[config.mk]
export PLATFORM = sky130hd
export DESIGN_NAME = hv_job_ctrl
export DESIGN_NICKNAME = d
export VERILOG_FILES = /design/src/rtl/hv_job_ctrl_pkg.sv /design/src/rtl/hv_job_watchdog.sv /design/src/rtl/hv_job_ctrl.sv
export SDC_FILE = /design/constraint.sdc
export NUM_CORES = 1
export LEC_CHECK = 0
export BUFFER_PORTS_ARGS = -buffer_cell sky130_fd_sc_hd__buf_4
export CAP_MARGIN = 15
export CORE_AREA = 4 4 182 96
export CTS_CLUSTER_SIZE = 12
export DETAILED_ROUTE_END_ITERATION = 10
export DIE_AREA = 0 0 186 100
export PLACE_DENSITY_LB_ADDON = 0.05
export REMOVE_ABC_BUFFERS = 1
export SLEW_MARGIN = 20
export SYNTH_ARGS = -nofsm -noshare
export SYNTH_HDL_FRONTEND = slang
export SYNTH_HIERARCHICAL = 1
export SYNTH_SLANG_ARGS = --single-unit
[constraint.sdc]
create_clock -name clk -period 5.5 [get_ports clk]
set_input_delay 0.825 -clock clk [delete_from_list [all_inputs] [get_ports clk]]
set_output_delay 0.825 -clock clk [all_outputs]
set_load 0.02 [all_outputs]
[src/rtl/hv_job_ctrl_pkg.sv]
// Shared types and constants for the hypervector job sequencer: state encoding,
// register map, CTRL/STATUS/IRQ_EN bit positions and parameter reset values.
package hv_job_ctrl_pkg;

  typedef enum logic [2:0] {
    IDLE = 3'd0,
    GEN  = 3'd1,
    GAP  = 3'd2,
    RUN  = 3'd3,
    DONE = 3'd4,
    ERR  = 3'd5
  } job_state_e;

  localparam logic [3:0] REG_CTRL     = 4'h0;
  localparam logic [3:0] REG_STATUS   = 4'h1;
  localparam logic [3:0] REG_ITEM_NUM = 4'h2;
  localparam logic [3:0] REG_ADDR_I   = 4'h3;
  localparam logic [3:0] REG_ADDR_J   = 4'h4;
  localparam logic [3:0] REG_REM      = 4'h5;
  localparam logic [3:0] REG_BEATS    = 4'h6;
  localparam logic [3:0] REG_TIMEOUT  = 4'h7;
  localparam logic [3:0] REG_IRQ_EN   = 4'h8;

  localparam int CTRL_START_BIT   = 0;
  localparam int CTRL_ABORT_BIT   = 1;
  localparam int STAT_DONE_BIT    = 4;
  localparam int STAT_ERR_BIT     = 5;
  localparam int STAT_ABORTED_BIT = 6;
  localparam int STAT_REJ_BIT     = 7;
  localparam int IRQ_DONE_BIT     = 0;
  localparam int IRQ_ERR_BIT      = 1;

  localparam int unsigned ITEM_NUM_RST = 1000;
  localparam int unsigned ADDR_I_RST   = 9;
  localparam int unsigned ADDR_J_RST   = 2;
  localparam int unsigned REM_RST      = 0;

endpackage

[src/rtl/hv_job_watchdog.sv]
// RUN-phase watchdog: counts RUN cycles since entry or the last accepted beat
// and flags expiry when the count equals a non-zero timeout.
module hv_job_watchdog #(
  parameter int TMO_W = 24
) (
  input  logic             clk,
  input  logic             rst,
  input  logic             clear,
  input  logic             count_en,
  input  logic [TMO_W-1:0] timeout,
  output logic             expired
);

  logic [TMO_W-1:0] cnt_q, cnt_d;

  always_comb begin
    cnt_d = cnt_q;
    if (clear) begin
      cnt_d = '0;
    end else if (count_en && cnt_q != '1) begin
      cnt_d = cnt_q + 1'b1;
    end
  end

  always_ff @(posedge clk or posedge rst) begin
    if (rst) cnt_q <= '0;
    else     cnt_q <= cnt_d;
  end

  assign expired = count_en && (timeout != '0) && (cnt_q == timeout);

endmodule

[src/rtl/hv_job_ctrl.sv]
// Job sequencer: holds job parameters, runs GEN -> GAP -> RUN -> DONE and counts
// accepted output beats. Optional RUN watchdog under HV_JOB_CTRL_WATCHDOG_EN.
module hv_job_ctrl
  import hv_job_ctrl_pkg::*;
#(
  parameter int ITEM_W = 16,
  parameter int ADDR_W = 20,
  parameter int REM_W  = 5,
  parameter int BEAT_W = 16,
  parameter int TMO_W  = 24
) (
  input  logic              clk,
  input  logic              rst,
  input  logic              cfg_we,
  input  logic              cfg_re,
  input  logic [3:0]        cfg_addr,
  input  logic [31:0]       cfg_wdata,
  output logic [31:0]       cfg_rdata,
  input  logic              stream_valid,
  input  logic              stream_ready,
  input  logic              stream_last,
  output logic              gen,
  output logic              run,
  output logic [ITEM_W-1:0] item_a,
  output logic [ITEM_W-1:0] item_memory_num,
  output logic [ADDR_W-1:0] addr_i,
  output logic [ADDR_W-1:0] addr_j,
  output logic [REM_W-1:0]  remainder,
  output logic              busy,
  output logic              irq
);

  job_state_e        state_q, state_d;
  logic [ITEM_W-1:0] item_a_q, item_a_d;
  logic [ITEM_W-1:0] item_num_q, item_num_d;
  logic [ADDR_W-1:0] addr_i_q, addr_i_d;
  logic [ADDR_W-1:0] addr_j_q, addr_j_d;
  logic [REM_W-1:0]  rem_q, rem_d;
  logic [BEAT_W-1:0] beats_q, beats_d;
  logic              done_q, done_d, err_q, err_d;
  logic              aborted_q, aborted_d, rej_q, rej_d;
  logic [1:0]        irq_en_q, irq_en_d;
  logic [31:0]       rdata_q, rdata_d;

  logic wr_ctrl, wr_status, start_req, abort_req;
  logic job_busy, param_we, beat, wdt_expired;
  logic unused_wdata;

  assign wr_ctrl   = cfg_we && (cfg_addr == REG_CTRL);
  assign wr_status = cfg_we && (cfg_addr == REG_STATUS);
  assign start_req = wr_ctrl && cfg_wdata[CTRL_START_BIT];
  assign abort_req = wr_ctrl && cfg_wdata[CTRL_ABORT_BIT];
  // GAP belongs to the job: parameters must stay frozen and START is ignored there too.
  assign job_busy  = (state_q == GEN) || (state_q == GAP) || (state_q == RUN);
  assign param_we  = cfg_we && !job_busy;
  assign beat      = (state_q == RUN) && stream_valid && stream_ready;
  assign unused_wdata = ^cfg_wdata;

`ifdef HV_JOB_CTRL_WATCHDOG_EN
  logic [TMO_W-1:0] timeout_q, timeout_d;

  always_comb begin
    timeout_d = timeout_q;
    if (param_we && cfg_addr == REG_TIMEOUT) timeout_d = cfg_wdata[TMO_W-1:0];
  end

  always_ff @(posedge clk or posedge rst) begin
    if (rst) timeout_q <= '1;
    else     timeout_q <= timeout_d;
  end

  hv_job_watchdog #(.TMO_W(TMO_W)) u_watchdog (
    .clk      (clk),
    .rst      (rst),
    .clear    ((state_q == GAP) || beat),
    .count_en (state_q == RUN),
    .timeout  (timeout_q),
    .expired  (wdt_expired)
  );
`else
  logic [TMO_W-1:0] unused_timeout;
  assign unused_timeout = '0;
  assign wdt_expired    = 1'b0;
`endif

  always_comb begin
    // NOTE: every variable gets its default first so no path leaves one unassigned (no latches).
    state_d   = state_q;
    item_a_d  = item_a_q;
    item_num_d = item_num_q;
    addr_i_d  = addr_i_q;
    addr_j_d  = addr_j_q;
    rem_d     = rem_q;
    beats_d   = beats_q;
    irq_en_d  = irq_en_q;
    done_d    = done_q;
    err_d     = err_q;
    aborted_d = aborted_q;
    rej_d     = rej_q;

    if (param_we) begin
      case (cfg_addr)
        REG_ITEM_NUM: item_num_d = cfg_wdata[ITEM_W-1:0];
        REG_ADDR_I:   addr_i_d   = cfg_wdata[ADDR_W-1:0];
        REG_ADDR_J:   addr_j_d   = cfg_wdata[ADDR_W-1:0];
        REG_REM:      rem_d      = cfg_wdata[REM_W-1:0];
        default:      ;
      endcase
    end
    if (cfg_we && cfg_addr == REG_IRQ_EN) irq_en_d = cfg_wdata[1:0];

    // Clears are applied first so a same-cycle set below wins.
    if (wr_status) begin
      done_d    = done_q    & ~cfg_wdata[STAT_DONE_BIT];
      err_d     = err_q     & ~cfg_wdata[STAT_ERR_BIT];
      aborted_d = aborted_q & ~cfg_wdata[STAT_ABORTED_BIT];
      rej_d     = rej_q     & ~cfg_wdata[STAT_REJ_BIT];
    end

    if (beat && beats_q != '1) beats_d = beats_q + 1'b1;

    if (abort_req) begin
      state_d   = IDLE;
      aborted_d = 1'b1;
    end else begin
      case (state_q)
        IDLE, DONE, ERR: begin
          if (start_req) begin
            if (item_num_q != '0) begin
              state_d   = GEN;
              item_a_d  = '0;
              beats_d   = '0;
              done_d    = 1'b0;
              err_d     = 1'b0;
              aborted_d = 1'b0;
              rej_d     = 1'b0;
            end else begin
              rej_d = 1'b1;
            end
          end
        end
        GEN: begin
          if (item_a_q == item_num_q) state_d = GAP;
          else                        item_a_d = item_a_q + 1'b1;
        end
        GAP: state_d = RUN;
        RUN: begin
          if (beat && stream_last) begin
            state_d = DONE;
            done_d  = 1'b1;
          end else if (wdt_expired && !beat) begin
            state_d = ERR;
            err_d   = 1'b1;
          end
        end
        default: state_d = IDLE;
      endcase
    end
  end

  // Readback of BEATS uses beats_d so a beat accepted alongside cfg_re is included.
  always_comb begin
    rdata_d = rdata_q;
    if (cfg_re) begin
      rdata_d = '0;
      case (cfg_addr)
        REG_STATUS: begin
          rdata_d[2:0]             = state_q;
          rdata_d[STAT_DONE_BIT]    = done_q;
          rdata_d[STAT_ERR_BIT]     = err_q;
          rdata_d[STAT_ABORTED_BIT] = aborted_q;
          rdata_d[STAT_REJ_BIT]     = rej_q;
        end
        REG_ITEM_NUM: rdata_d[ITEM_W-1:0] = item_num_q;
        REG_ADDR_I:   rdata_d[ADDR_W-1:0] = addr_i_q;
        REG_ADDR_J:   rdata_d[ADDR_W-1:0] = addr_j_q;
        REG_REM:      rdata_d[REM_W-1:0]  = rem_q;
        REG_BEATS:    rdata_d[BEAT_W-1:0] = beats_d;
`ifdef HV_JOB_CTRL_WATCHDOG_EN
        REG_TIMEOUT:  rdata_d[TMO_W-1:0]  = timeout_q;
`endif
        REG_IRQ_EN:   rdata_d[1:0]        = irq_en_q;
        default:      ;
      endcase
    end
  end

  // NOTE: sequential state uses non-blocking assignments so all flops update together.
  always_ff @(posedge clk or posedge rst) begin
    if (rst) begin
      state_q    <= IDLE;
      item_a_q   <= '0;
      item_num_q <= ITEM_W'(ITEM_NUM_RST);
      addr_i_q   <= ADDR_W'(ADDR_I_RST);
      addr_j_q   <= ADDR_W'(ADDR_J_RST);
      rem_q      <= REM_W'(REM_RST);
      beats_q    <= '0;
      irq_en_q   <= '0;
      done_q     <= 1'b0;
      err_q      <= 1'b0;
      aborted_q  <= 1'b0;
      rej_q      <= 1'b0;
      rdata_q    <= '0;
    end else begin
      state_q    <= state_d;
      item_a_q   <= item_a_d;
      item_num_q <= item_num_d;
      addr_i_q   <= addr_i_d;
      addr_j_q   <= addr_j_d;
      rem_q      <= rem_d;
      beats_q    <= beats_d;
      irq_en_q   <= irq_en_d;
      done_q     <= done_d;
      err_q      <= err_d;
      aborted_q  <= aborted_d;
      rej_q      <= rej_d;
      rdata_q    <= rdata_d;
    end
  end

  // gen/run decode straight from the state flop so reset drops them asynchronously.
  assign gen             = (state_q == GEN);
  assign run             = (state_q == RUN);
  assign busy            = job_busy;
  assign irq             = (done_q && irq_en_q[IRQ_DONE_BIT]) || (err_q && irq_en_q[IRQ_ERR_BIT]);
  assign item_a          = item_a_q;
  assign item_memory_num = item_num_q;
  assign addr_i          = addr_i_q;
  assign addr_j          = addr_j_q;
  assign remainder       = rem_q;
  assign cfg_rdata       = rdata_q;

endmodule

==> Implementation_results.wiki, run 1 <==
{| class="wikitable"
! Metric !! Value
|-
| Outcome || finished clean
|-
| Number of hold buffers added after cts || 0
|-
| Routed length per placed instance || 21.82 µm
|-
| Yosys warns || 6
|-
| Residual antenna-violating net count after detailed routing || 0
|-
| Synth Area in Compound Gates || 0.1328
|-
| CTS clk-pin slew, worst paths || 0.06 ns
|-
| Antenna violations before repair || 0
|-
| Antenna Diode Count || 0
|-
| Area share of the largest cell type after synthesis || 0.4555
|-
| Slew at the pin closest to its max-slew limit || 0.9595 ns
|-
| Post CTS Setup Buffer Count || 0
|-
| Shortest period the worst path allows || 2.779 ns
|-
| Endpoint of the worst-slack reg-to-reg timing path || item_a[5]
|-
| Critical path launch point || cfg_addr[1]
|-
| I/O pin cnt || 156
|-
| Worst path required time || 5.79 ns
|-
| Power, Total || 4.184 mW
|-
| Count of cell types in the netlist || 62
|-
| Worst slack on hold paths || 0.5001 ns
|-
| Number of cells produced by synthesis || 567
|-
| Highest fanout seen on the critical path || 9
|-
| Ys flop type || dfrtp_1
|-
| Dpl hpwl || 14660 µm
|-
| Pwr dens || 526.4 mW/mm²
|-
| Net switching power figure || 1.597 mW
|-
| Cell area after synthesis || 0.006208 mm²
|-
| Worst Path Class, Setup || input pin to flip-flop
|-
| Combinational share of power || 0.367
|-
| Crit end category || flip-flop
|-
| Final weighted congestion of routability-driven global placement || 0.9033
|-
| Parity-gate share of the synthesized area counting xor and xnor cells || 0.04514
|-
| RSZ-0062 raised after global routing || false
|-
| Basic-gate share of the synthesized area counting and, or, nand and nor cells || 0.1590
|-
| Share of synthesized cell area in full adder, half adder and majority cells || 0.004031
|-
| Count of flip-flops with a built-in enable after synthesis || 0
|-
| Number of sinks driven by the clock tree || 122
|-
| Row count || 33
|-
| Cell area after placement || 0.007382 mm²
|-
| Worst rel slew slack || 0.3513
|-
| Post-Place Worst Slack || 2.132 ns
|-
| Crit path capture || item_a[5]
|-
| Number of max-slew violations in the final report || 0
|-
| Die outline area || 0.01860 mm²
|-
| GRT Residual Overflow || 0
|-
| Area growth from synthesis to final layout || 28.03%
|-
| Starting density of the core || 0.3895
|-
| Leakage power figure || 3.646 nW
|-
| Clock latency of the later-clocked register in the worst-skew pair || 0.41 ns
|-
| Core area || 0.01594 mm²
|-
| Synth area leaders || dfrtp_1, mux2_2, dfstp_2, xnor2_1, nor2_1
|-
| Count of maximum capacitance violations || 0
|-
| Clock network fraction of design power || 0.259
|-
| Die outline width || 186 µm
|-
| Initial DRC Count || 451
|-
| Internal power contribution || 2.587 mW
|-
| Worst setup margin || 2.721 ns
|-
| Share of final-layout standard cells stronger than drive strength 1 || 0.3755
|-
| DR DRC count || 0
|-
| Path depth of the worst reg2reg path || 6
|-
| Pin count of the biggest net entering global routing || 77
|-
| Sequential share of the synthesized area || 0.4936
|-
| Setup slack, reg-to-reg || 2.80 ns
|-
| Avg Vias per Cell || 5.543
|-
| Worst min-delay path category || flip-flop to flip-flop
|-
| Die extent in y || 100 µm
|-
| Deepest level of the CTS H-tree || 4
|-
| Total of endpoints with negative setup slack in the final report || 0
|-
| Clock tree buffer depth || 2
|-
| Post-route design area || 0.007949 mm²
|-
| Total of cells resized after clock tree synthesis || 0
|-
| Total via count after detailed routing || 5105
|-
| Period Utilization, post-route || 0.5052
|-
| Yosys reg bits || 122
|-
| Post-Route Skew || 0.008651 ns
|-
| Wirelength, routed || 20100 µm
|-
| Total global-route track usage || 0.2171
|-
| Number of detailed-routing iterations run before antenna repair || 5
|-
| Arrival time at the worst endpoint || 3.07 ns
|-
| Launching element type of the critical path || input pin
|-
| Asr flop ratio synth || 1.000
|-
| Via count of the first global-routing pass || 5119
|-
| CTS root buf || clkbuf_16
|-
| Main combinational cell family by area after synthesis || simple AND/OR/NAND/NOR gates
|-
| Seq pwr share || 0.374
|-
| Mux cell area share after synthesis || 0.1252
|-
| TritonCTS clock tree || built
|-
| R2R Path Start || item_memory_num[9]
|-
| Proportion of total power due to net switching || 0.3817
|-
| Dominant cell type by area after synthesis || dfrtp_1
|-
| Number of hold-slack violations in the final timing report || 0
|-
| Total negative slack || 0 ns
|-
| Number of nets in the layout || 744
|-
| Worst IR drop on VDD || 0.2234 mV
|-
| Number of input and output port buffers inserted || 131
|-
| Total CTS buffers || 17
|-
| Wire length of the first global-routing pass || 30590 µm
|-
| Highest clock frequency the design can meet || 359.9 MHz
|-
| Mean instance size in the synthesized netlist || 10.95 µm²
|}
-- routing by layer --
layer	track usage	wire [µm]
met1	0.3276	9797
met2	0.3059	8342
met4	0.03805	171
met5	0	0
met3	0.07386	1785
-- cells in the mapped netlist (4+ instances only) --
cell / instances
a221oi_1: 5
clkbuf_1: 21
o21ai_0: 14
buf_4: 12
nor3_1: 12
nor2b_1: 9
and3_1: 5
dfstp_2: 9
nand3_1: 14
nand4_1: 12
dfrtp_1: 113
xnor2_1: 27
a211oi_1: 5
mux2_2: 65
a22o_1: 6
a22oi_1: 17
nand2_1: 38
and4_1: 4
a222oi_1: 4
mux2_1: 4
a21oi_1: 22
nor4_1: 10
and2_1: 6
inv_1: 13
xor2_1: 5
buf_2: 5
a31o_2: 7
nor2_1: 50
-- placed cells by master (no fill, tap or decap), drive strengths merged, types with 8 or more instances in the layout --
master and count:
buf 140, dfrtp 113, mux2 69, nor2 50
nand2 38, xnor2 27, clkbuf 24, a21oi 22
a22oi 17, nand3 15, o21ai 14, inv 14
nor3 14, nor4 14, nand4 12, conb 12
nor2b 9, dfstp 9, a31o 8
-- worst min path at each step --
stage                        from            end  slack [ns]  cells past startpoint
finish               cfg_rdata[1]   cfg_rdata[1]        0.50                      1
floorplan               aborted_q      aborted_q        0.48                      1
global placement    cfg_rdata[11]  cfg_rdata[11]        0.48                      2
detailed placement   cfg_rdata[1]   cfg_rdata[1]        0.49                      1
global route         cfg_rdata[1]   cfg_rdata[1]        0.52                      1
CTS                  cfg_rdata[1]   cfg_rdata[1]        0.50                      1
-- cells by family (layout without fill, tap and decap cells) --
kind of cell               Yosys count  in the layout
adders and majority gates            2              2
AOI/OAI and AO/OA                  105            105
muxes                               69             69
and+or+nand+nor                    184            184
DFF                                122            122
xor gates and xnor gates            32             32
other                                1             12
buffers and inverters               52            185
-- power by group through the flow --
| stage | sequential [mW] | clock [mW] | combinational [mW] |
|---|---|---|---|
| after floorplan | 1.75 | 0 | 0.627 |
| after global placement | 1.56 | 0 | 1.51 |
| after detailed placement | 1.57 | 0 | 1.54 |
| after CTS | 1.56 | 1.10 | 1.54 |
| after global routing | 1.60 | 1.15 | 1.64 |
| final | 1.56 | 1.09 | 1.54 |
-- worst max-delay path: stages --
cell,delay (ns)
buf_4,0.15
nor4_4,0.36
nand3_2,0.20
o32a_4,0.41
a2111oi_4,0.53
and4_1,0.27
mux2_1,0.31
-- metrics by stage --
step | std cells | utilization
2_1_floorplan | 540 | -
3_3_place_gp | 890 | 0.4632
3_5_place_dp | 890 | 0.4632
4_1_cts | 921 | 0.4986
5_1_grt | 921 | 0.4987
6_report | 921 | 0.4987
-- sequential cells by signal, summed over array words and instances, names as in the netlist --
signal	cells
aborted_q	1
addr_i	20
addr_j	20
beats_q	16
cfg_rdata	20
done_q	1
err_q	1
irq_en_q	2
item_a	16
item_memory_num	16
rej_q	1
remainder	5
state_q	3
-- cell type report --
class,count,area (µm²)
well taps,210,262.8
multi-input cells,404,2952
repair buffers,140,1051
flip-flops and latches,122,3064
inverters,14,55.05
clock buffers,24,471.7
clock inverters,7,92.59
fillers,1486,7989
(Power assumes the default switching activity.)
==> run 2: changes to the inputs <==
- clock period: 5.5 -> 2.68 ns (I/O delays scaled with it)
==> run 2 against run 1 <==
Via count grew 1.3%. Non-clock buffer count grew 30. Combinational power grew 120%. Critical path depth is the same. Critical endpoint is now item_a[9]. Critical path type is now flip-flop to flip-flop.
==> Implementation_results.wiki, run 2 (same netlist as run 1, synthesis figures left out) <==
{| class="wikitable"
! Metric !! Value
|-
| Wire length of the first global-routing pass || 31710 µm (+3.7%)
|-
| WHS Endpoint || addr_j[16]
|-
| Arrival time at the worst endpoint || 2.81 ns (-0.26 ns)
|-
| Worst min-delay path category || input pin to flip-flop
|-
| Area growth from synthesis to final layout || 32.49%
|-
| Critical path cell sequence || nor4_1 > and4_1 > o32a_4 > a2111oi_4 > buf_4 > nand3_1 > mux2_1
|-
| Total global-route track usage || 0.2257 (+0.008563)
|-
| Number of sinks driven by the clock tree || 122 (unchanged)
|-
| Residual antenna-violating net count after detailed routing || 0 (unchanged)
|-
| Pin count of the biggest net entering global routing || 67 (-13%)
|-
| Non-filler cells in the finished layout || 952 (+3.4%)
|-
| Post-route design area || 0.008225 mm² (+3.5%)
|-
| Leakage power figure || 3.824 nW (+4.9%)
|-
| Die extent in y || 100 µm (unchanged)
|-
| Clock latency of the later-clocked register in the worst-skew pair || 0.42 ns (about the same)
|-
| CTS root buf || clkbuf_16
|-
| Post CTS Setup Buffer Count || 0 (unchanged)
|-
| Final standard cell utilization of the core || 0.5161 (+0.01735)
|-
| Row count || 33 (unchanged)
|-
| CTS clk-pin slew, worst paths || 0.06 ns (about the same)
|-
| Cell area after placement || 0.007625 mm² (+3.3%)
|-
| Pwr dens || 1073 mW/mm² (+100%)
|-
| Period Utilization, post-route || 0.9373
|-
| RSZ-0062 raised after global routing || false
|-
| Slew at the pin closest to its max-slew limit || 0.7719 ns (-0.1876 ns)
|-
| Die outline width || 186 µm (unchanged)
|-
| Dpl hpwl || 15610 µm (+6.5%)
|-
| Hold depth || 2 (+1)
|-
| GRT Residual Overflow || 0 (unchanged)
|-
| Core area || 0.01594 mm² (unchanged)
|-
| Starting density of the core || 0.3895 (unchanged)
|-
| Total CTS buffers || 17 (unchanged)
|-
| Number of hold-slack violations in the final timing report || 0 (unchanged)
|-
| Total via count after detailed routing || 5172 (+1.3%)
|-
| Number of nets in the layout || 774 (+4.0%)
|-
| Worst IR drop on VDD || 0.5034 mV (+130%)
|-
| Number of hold buffers added after cts || 1 (+1)
|-
| # placed instances || 919 (+3.3%)
|-
| Number of max-slew violations in the final report || 0 (unchanged)
|-
| Worst path required time || 2.98 ns (-2.81 ns)
|-
| Share of final-layout standard cells stronger than drive strength 1 || 0.4043 (+0.02879)
|-
| Worst hold start || cfg_wdata[16]
|-
| TritonCTS clock tree || built
|-
| Critical path's largest stage delay || 0.60 ns (+0.07 ns)
|-
| Initial DRC Count || 423 (-6.2%)
|-
| Endpoint of the worst-slack reg-to-reg timing path || item_a[9]
|-
| Post-Route Skew || 0.01005 ns (+0.001396 ns)
|-
| Count of maximum capacitance violations || 0 (unchanged)
|-
| Commonest cells after routing, fill and taps aside || buf_4, dfrtp_1, mux2_2
|-
| Number of input and output port buffers inserted || 131 (unchanged)
|-
| Via count of the first global-routing pass || 5284 (+3.2%)
|-
| R2R Path Start || item_memory_num[9]
|-
| Final weighted congestion of routability-driven global placement || 0.8457 (-6.4%)
|-
| Antenna Diode Count || 0 (unchanged)
|-
| Total of cells resized after clock tree synthesis || 0 (unchanged)
|-
| Setup slack, reg-to-reg || 0.17 ns (-2.63 ns)
|-
| Power, Total || 8.827 mW (+110%)
|-
| Worst Path Class, Setup || flip-flop to flip-flop
|-
| Shortest period the worst path allows || 2.512 ns
|-
| Worst rel slew slack || 0.4831 (+0.1318)
|-
| Clock tree buffer depth || 2 (unchanged)
|-
| Deepest level of the CTS H-tree || 4 (unchanged)
|-
| Worst setup margin || 0.1680 ns (-2.553 ns)
|-
| Wirelength, routed || 20560 µm (+2.3%)
|-
| Launching element type of the critical path || flip-flop
|-
| Antenna violations before repair || 0 (unchanged)
|-
| Highest clock frequency the design can meet || 398.1 MHz
|-
| DR DRC count || 0 (unchanged)
|-
| Post-Place Worst Slack || 0.1674 ns (-1.964 ns)
|-
| Leading cell type in the layout, fill and taps excluded || buf_4
|-
| Highest fanout seen on the critical path || 5 (-4)
|-
| Cell with the largest stage delay on the worst path || dfstp_2
|-
| Routed length per placed instance || 21.59 µm (-1.0%)
|-
| Total of endpoints with negative setup slack in the final report || 0 (unchanged)
|-
| Outcome || finished clean
|-
| Avg Vias per Cell || 5.433 (-2.0%)
|-
| Path depth of the worst reg2reg path || 7 (+1)
|-
| Number of detailed-routing iterations run before antenna repair || 4 (-1)
|-
| I/O pin cnt || 156 (unchanged)
|-
| Crit end category || flip-flop
|-
| Die outline area || 0.01860 mm² (unchanged)
|}
run 2: cell types whose count changed in the layout (fill, tap and decap cells not counted), moves of 2 or more:
cell / delta
buf_4: +27
inv_6: +5
clkbuf_1: -4
clkinv_4: +3
buf_12: +2
clkbuf_8: -2
run 2: how the worst max path moves through the flow:
| stage | start | to | cells past startpoint |
|---|---|---|---|
| finish | item_memory_num[9] | item_a[9] | 7 |
| global route | item_memory_num[9] | item_a[9] | 7 |
| CTS | item_memory_num[9] | item_a[9] | 7 |
| detailed placement | cfg_addr[1] | item_a[9] | 8 |
| global placement | cfg_addr[1] | item_a[9] | 8 |
| floorplan | rst | aborted_q | 1 |
run 2: worst max-delay path: cells and delay by family (launching register included):
kind,cells,cell delay [ns]
and+or+nand+nor,3,0.45
muxes,1,0.33
buffers and inverters,1,0.22
AOI/OAI and AO/OA,2,0.79
DFF,1,0.60
run 2: routing by layer:
layer	wire length, µm	global-route usage	up-vias
li1	-	-	2385
met2	8169	0.3045	207
met4	167	0.04533	0
met1	10210	0.3489	2566
met3	2010	0.07784	14
met5	0	0	-
run 2: metrics by stage:
stage | hold slack (ns) | TNS, ns
2_1_floorplan | 0.4846 | -121.60
3_3_place_gp | 0.3562 | 0
3_5_place_dp | 0.3607 | 0
4_1_cts | 0.2097 | 0
5_1_grt | 0.2168 | 0
6_report | 0.2233 | 0
run 2: where the power goes:
group | switching, mW | internal (mW) | total [mW]
Combinational | 1.83 | 1.56 | 3.39
Clock | 0.929 | 1.39 | 2.32
Sequential | 0.666 | 2.45 | 3.12
Total | 3.42 | 5.40 | 8.83
run 2: final cells by class:
type / instances / area [µm²]
clock buffer: 18 / 429.2
clock inverter: 14 / 161.4
fill: 1429 / 7712
inverter: 14 / 55.05
multi-input combinational: 404 / 2949
sequential: 122 / 3064
tap: 210 / 262.8
timing repair buffer: 170 / 1304
==> run 3: changes to the inputs <==
--- a/config.mk
+++ b/config.mk
@@ -13,5 +13,4 @@
 export DIE_AREA = 0 0 186 100
 export PLACE_DENSITY_LB_ADDON = 0.05
-export REMOVE_ABC_BUFFERS = 1
 export SLEW_MARGIN = 20
 export SYNTH_ARGS = -nofsm -noshare
==> constraint.sdc (replaced) <==
create_clock -name clk -period 2.68 [get_ports clk]
set_input_delay 0.402 -clock clk [delete_from_list [all_inputs] [get_ports clk]]
set_output_delay 0.402 -clock clk [all_outputs]
set_load 0.005 [all_outputs]
==> run 3 against run 2 <==
Critical path depth rose by 1. Count of clock-buffer cells in the layout is the same. Sequential cell count unchanged. Die area is the same. Power down 10%. Sequential power is essentially flat. Hold slack worse by 0.054 ns. Setup slack got worse by 0.011 ns. Non-clock buffer count down 3. Utilization decreased by 0.38 points. Global-route usage fell by 0.33 points. Maximum frequency fell by 0.43%. Critical endpoint unchanged.
==> Implementation_results.wiki, run 3 (same netlist as run 1, synthesis figures left out) <==
{| class="wikitable"
! Metric !! Value
|-
| Post CTS Setup Buffer Count || 0 (unchanged)
|-
| Number of input and output port buffers inserted || 131 (unchanged)
|-
| Crit end category || flip-flop
|-
| Number of sinks driven by the clock tree || 122 (unchanged)
|-
| Wirelength, routed || 20210 µm (-1.7%)
|-
| Count of maximum capacitance violations || 0 (unchanged)
|-
| Arrival time at the worst endpoint || 2.81 ns (about the same)
|-
| Avg Vias per Cell || 5.536 (+1.9%)
|-
| I/O pin cnt || 156 (unchanged)
|-
| Leading cell type in the layout, fill and taps excluded || buf_4
|-
| Area growth from synthesis to final layout || 31.50%
|-
| Worst Path Class, Setup || flip-flop to flip-flop
|-
| Total negative slack || 0 ns (unchanged)
|-
| Largest delay share family, worst path || simple AND/OR/NAND/NOR gates
|-
| Outcome || finished clean
|-
| Total of cells resized after clock tree synthesis || 0 (unchanged)
|-
| Total CTS buffers || 17 (unchanged)
|-
| Antenna violations before repair || 0 (unchanged)
|-
| CTS root buf || clkbuf_16
|-
| Total via count after detailed routing || 5254 (+1.6%)
|-
| Commonest cells after routing, fill and taps aside || buf_4, dfrtp_1, mux2_2
|-
| Period Utilization, post-route || 0.9413 (+0.004028)
|-
| Worst IR drop on VDD || 0.4488 mV (-11%)
|-
| Shortest period the worst path allows || 2.523 ns (+0.01079 ns)
|-
| Slew at the pin closest to its max-slew limit || 0.6788 ns (-0.09309 ns)
|-
| Clock tree buffer depth || 2 (unchanged)
|-
| Cell with the largest stage delay on the worst path || nor4_1
|-
| Starting density of the core || 0.3895 (unchanged)
|-
| Highest clock frequency the design can meet || 396.4 MHz (-0.43%)
|-
| Post-route design area || 0.008164 mm² (-0.75%)
|-
| Number of detailed-routing iterations run before antenna repair || 5 (+1)
|-
| Critical path cell sequence || nor4_1 > buf_4 > and4_1 > o32a_4 > a2111oi_4 > buf_4 > nand3_1 > mux2_1
|-
| Pin count of the biggest net entering global routing || 123 (+84%)
|-
| Worst setup margin || 0.1572 ns (-0.01079 ns)
|-
| Endpoint of the worst-slack reg-to-reg timing path || item_a[9]
|-
| Total of endpoints with negative setup slack in the final report || 0 (unchanged)
|-
| Number of nets in the layout || 771 (-0.39%)
|-
| Post-Place Worst Slack || 0.04182 ns (-0.1256 ns)
|-
| Most Frequent Cell on Critical Path || buf_4
|-
| Die outline width || 186 µm (unchanged)
|-
| TritonCTS clock tree || built
|-
| Critical path's largest stage delay || 0.47 ns (-0.13 ns)
|-
| Row count || 33 (unchanged)
|-
| Power, Total || 7.944 mW (-10%)
|-
| Clock latency of the later-clocked register in the worst-skew pair || 0.41 ns (about the same)
|-
| Total global-route track usage || 0.2224 (-0.003340)
|-
| Cell area after placement || 0.007624 mm² (about the same)
|-
| Pwr dens || 973.0 mW/mm² (-9.3%)
|-
| Final weighted congestion of routability-driven global placement || 0.8631 (+2.1%)
|-
| Worst slack on hold paths || 0.1697 ns (-0.05356 ns)
|-
| Highest fanout seen on the critical path || 5 (unchanged)
|-
| GRT Residual Overflow || 0 (unchanged)
|-
| Number of hold-slack violations in the final timing report || 0 (unchanged)
|-
| Core area || 0.01594 mm² (unchanged)
|-
| DR DRC count || 0 (unchanged)
|-
| Initial DRC Count || 377 (-11%)
|-
| CTS clk-pin slew, worst paths || 0.06 ns (about the same)
|-
| Routed length per placed instance || 21.30 µm (-1.4%)
|-
| Path depth of the worst reg2reg path || 8 (+1)
|-
| Post-Route Skew || 0.01046 ns (+0.0004115 ns)
|-
| Deepest level of the CTS H-tree || 4 (unchanged)
|-
| Wire length of the first global-routing pass || 31170 µm (-1.7%)
|-
| RSZ-0062 raised after global routing || false
|-
| Launching element type of the critical path || flip-flop
|-
| Die outline area || 0.01860 mm² (unchanged)
|-
| Worst rel slew slack || 0.5474 (+0.06432)
|-
| Share of final-layout standard cells stronger than drive strength 1 || 0.4046 (about the same)
|-
| Residual antenna-violating net count after detailed routing || 0 (unchanged)
|-
| Worst min-delay path category || input pin to asynchronous set/reset pin
|-
| R2R Path Start || item_memory_num[15]
|-
| Setup slack, reg-to-reg || 0.16 ns (about the same)
|-
| Die extent in y || 100 µm (unchanged)
|-
| Buffers & Inverters on Critical Path || 2 (+1)
|-
| Number of hold buffers added after cts || 0 (-1)
|-
| Leakage power figure || 3.793 nW (-0.81%)
|-
| Antenna Diode Count || 0 (unchanged)
|-
| Dpl hpwl || 15120 µm (-3.2%)
|-
| Via count of the first global-routing pass || 5185 (-1.9%)
|-
| Number of max-slew violations in the final report || 0 (unchanged)
|-
| Worst path required time || 2.97 ns (about the same)
|}
[run 3: changes by cell type in the layout (fill, tap and decap cells not counted), sizes merged]
cell         previous run  this run
buf                   169       167
bufinv                  2         0
clkinv                  4        11
inv                    20        14
clkinvlp                2         3
dlygate4sd3             1         0
[run 3: area by class of cell]
class | instances | area [µm²]
Timing Repair Buffer | 167 | 1291
Clock inverter | 14 | 101.3
Sequential cell | 122 | 3064
Fill cell | 1474 | 7774
Tap cell | 210 | 262.8
Inverter | 14 | 56.30
Multi-Input combinational cell | 404 | 2949
Clock buffer | 18 | 439.2
[run 3: stage by stage]
stage	std cells	util
after floorplan	578	-
after global placement	917	0.4783
after detailed placement	917	0.4783
after CTS	949	0.5122
after global routing	949	0.5122
final	949	0.5122
[run 3: layer usage]
| metal | part of all wire | vias up | wire length [µm] | GRT usage |
|---|---|---|---|---|
| met5 | 0 | - | 0 | 0 |
| met1 | 0.52 | 2640 | 10470 | 0.3543 |
| li1 | - | 2388 | - | - |
| met4 | 0.013 | 0 | 268 | 0.05876 |
| met3 | 0.074 | 25 | 1495 | 0.05467 |
| met2 | 0.39 | 201 | 7974 | 0.2967 |
[run 3: how the worst max path moves through the flow]
stage                   startpoint  slack [ns]  cells past startpoint   endpoint
6_report       item_memory_num[15]        0.16                      8  item_a[9]
5_1_grt        item_memory_num[13]        0.04                      8  item_a[9]
4_1_cts        item_memory_num[13]        0.09                      8  item_a[9]
3_5_place_dp           cfg_addr[1]        0.04                      8  item_a[9]
3_3_place_gp           cfg_addr[1]        0.07                      8  item_a[9]
2_1_floorplan   item_memory_num[3]        0.37                      6  item_a[5]
[run 3: tightest hold or removal path, cell delays in order]
cell	delay [ns]
buf_4	0.12
clkinvlp_4	0.07
buf_12	0.46
[run 3: power breakdown]
part	internal (mW)	switching [mW]	total, mW
clock network	1.21	0.890	2.10
registers	2.46	0.683	3.14
logic	1.52	1.18	2.71
total	5.19	2.76	7.94
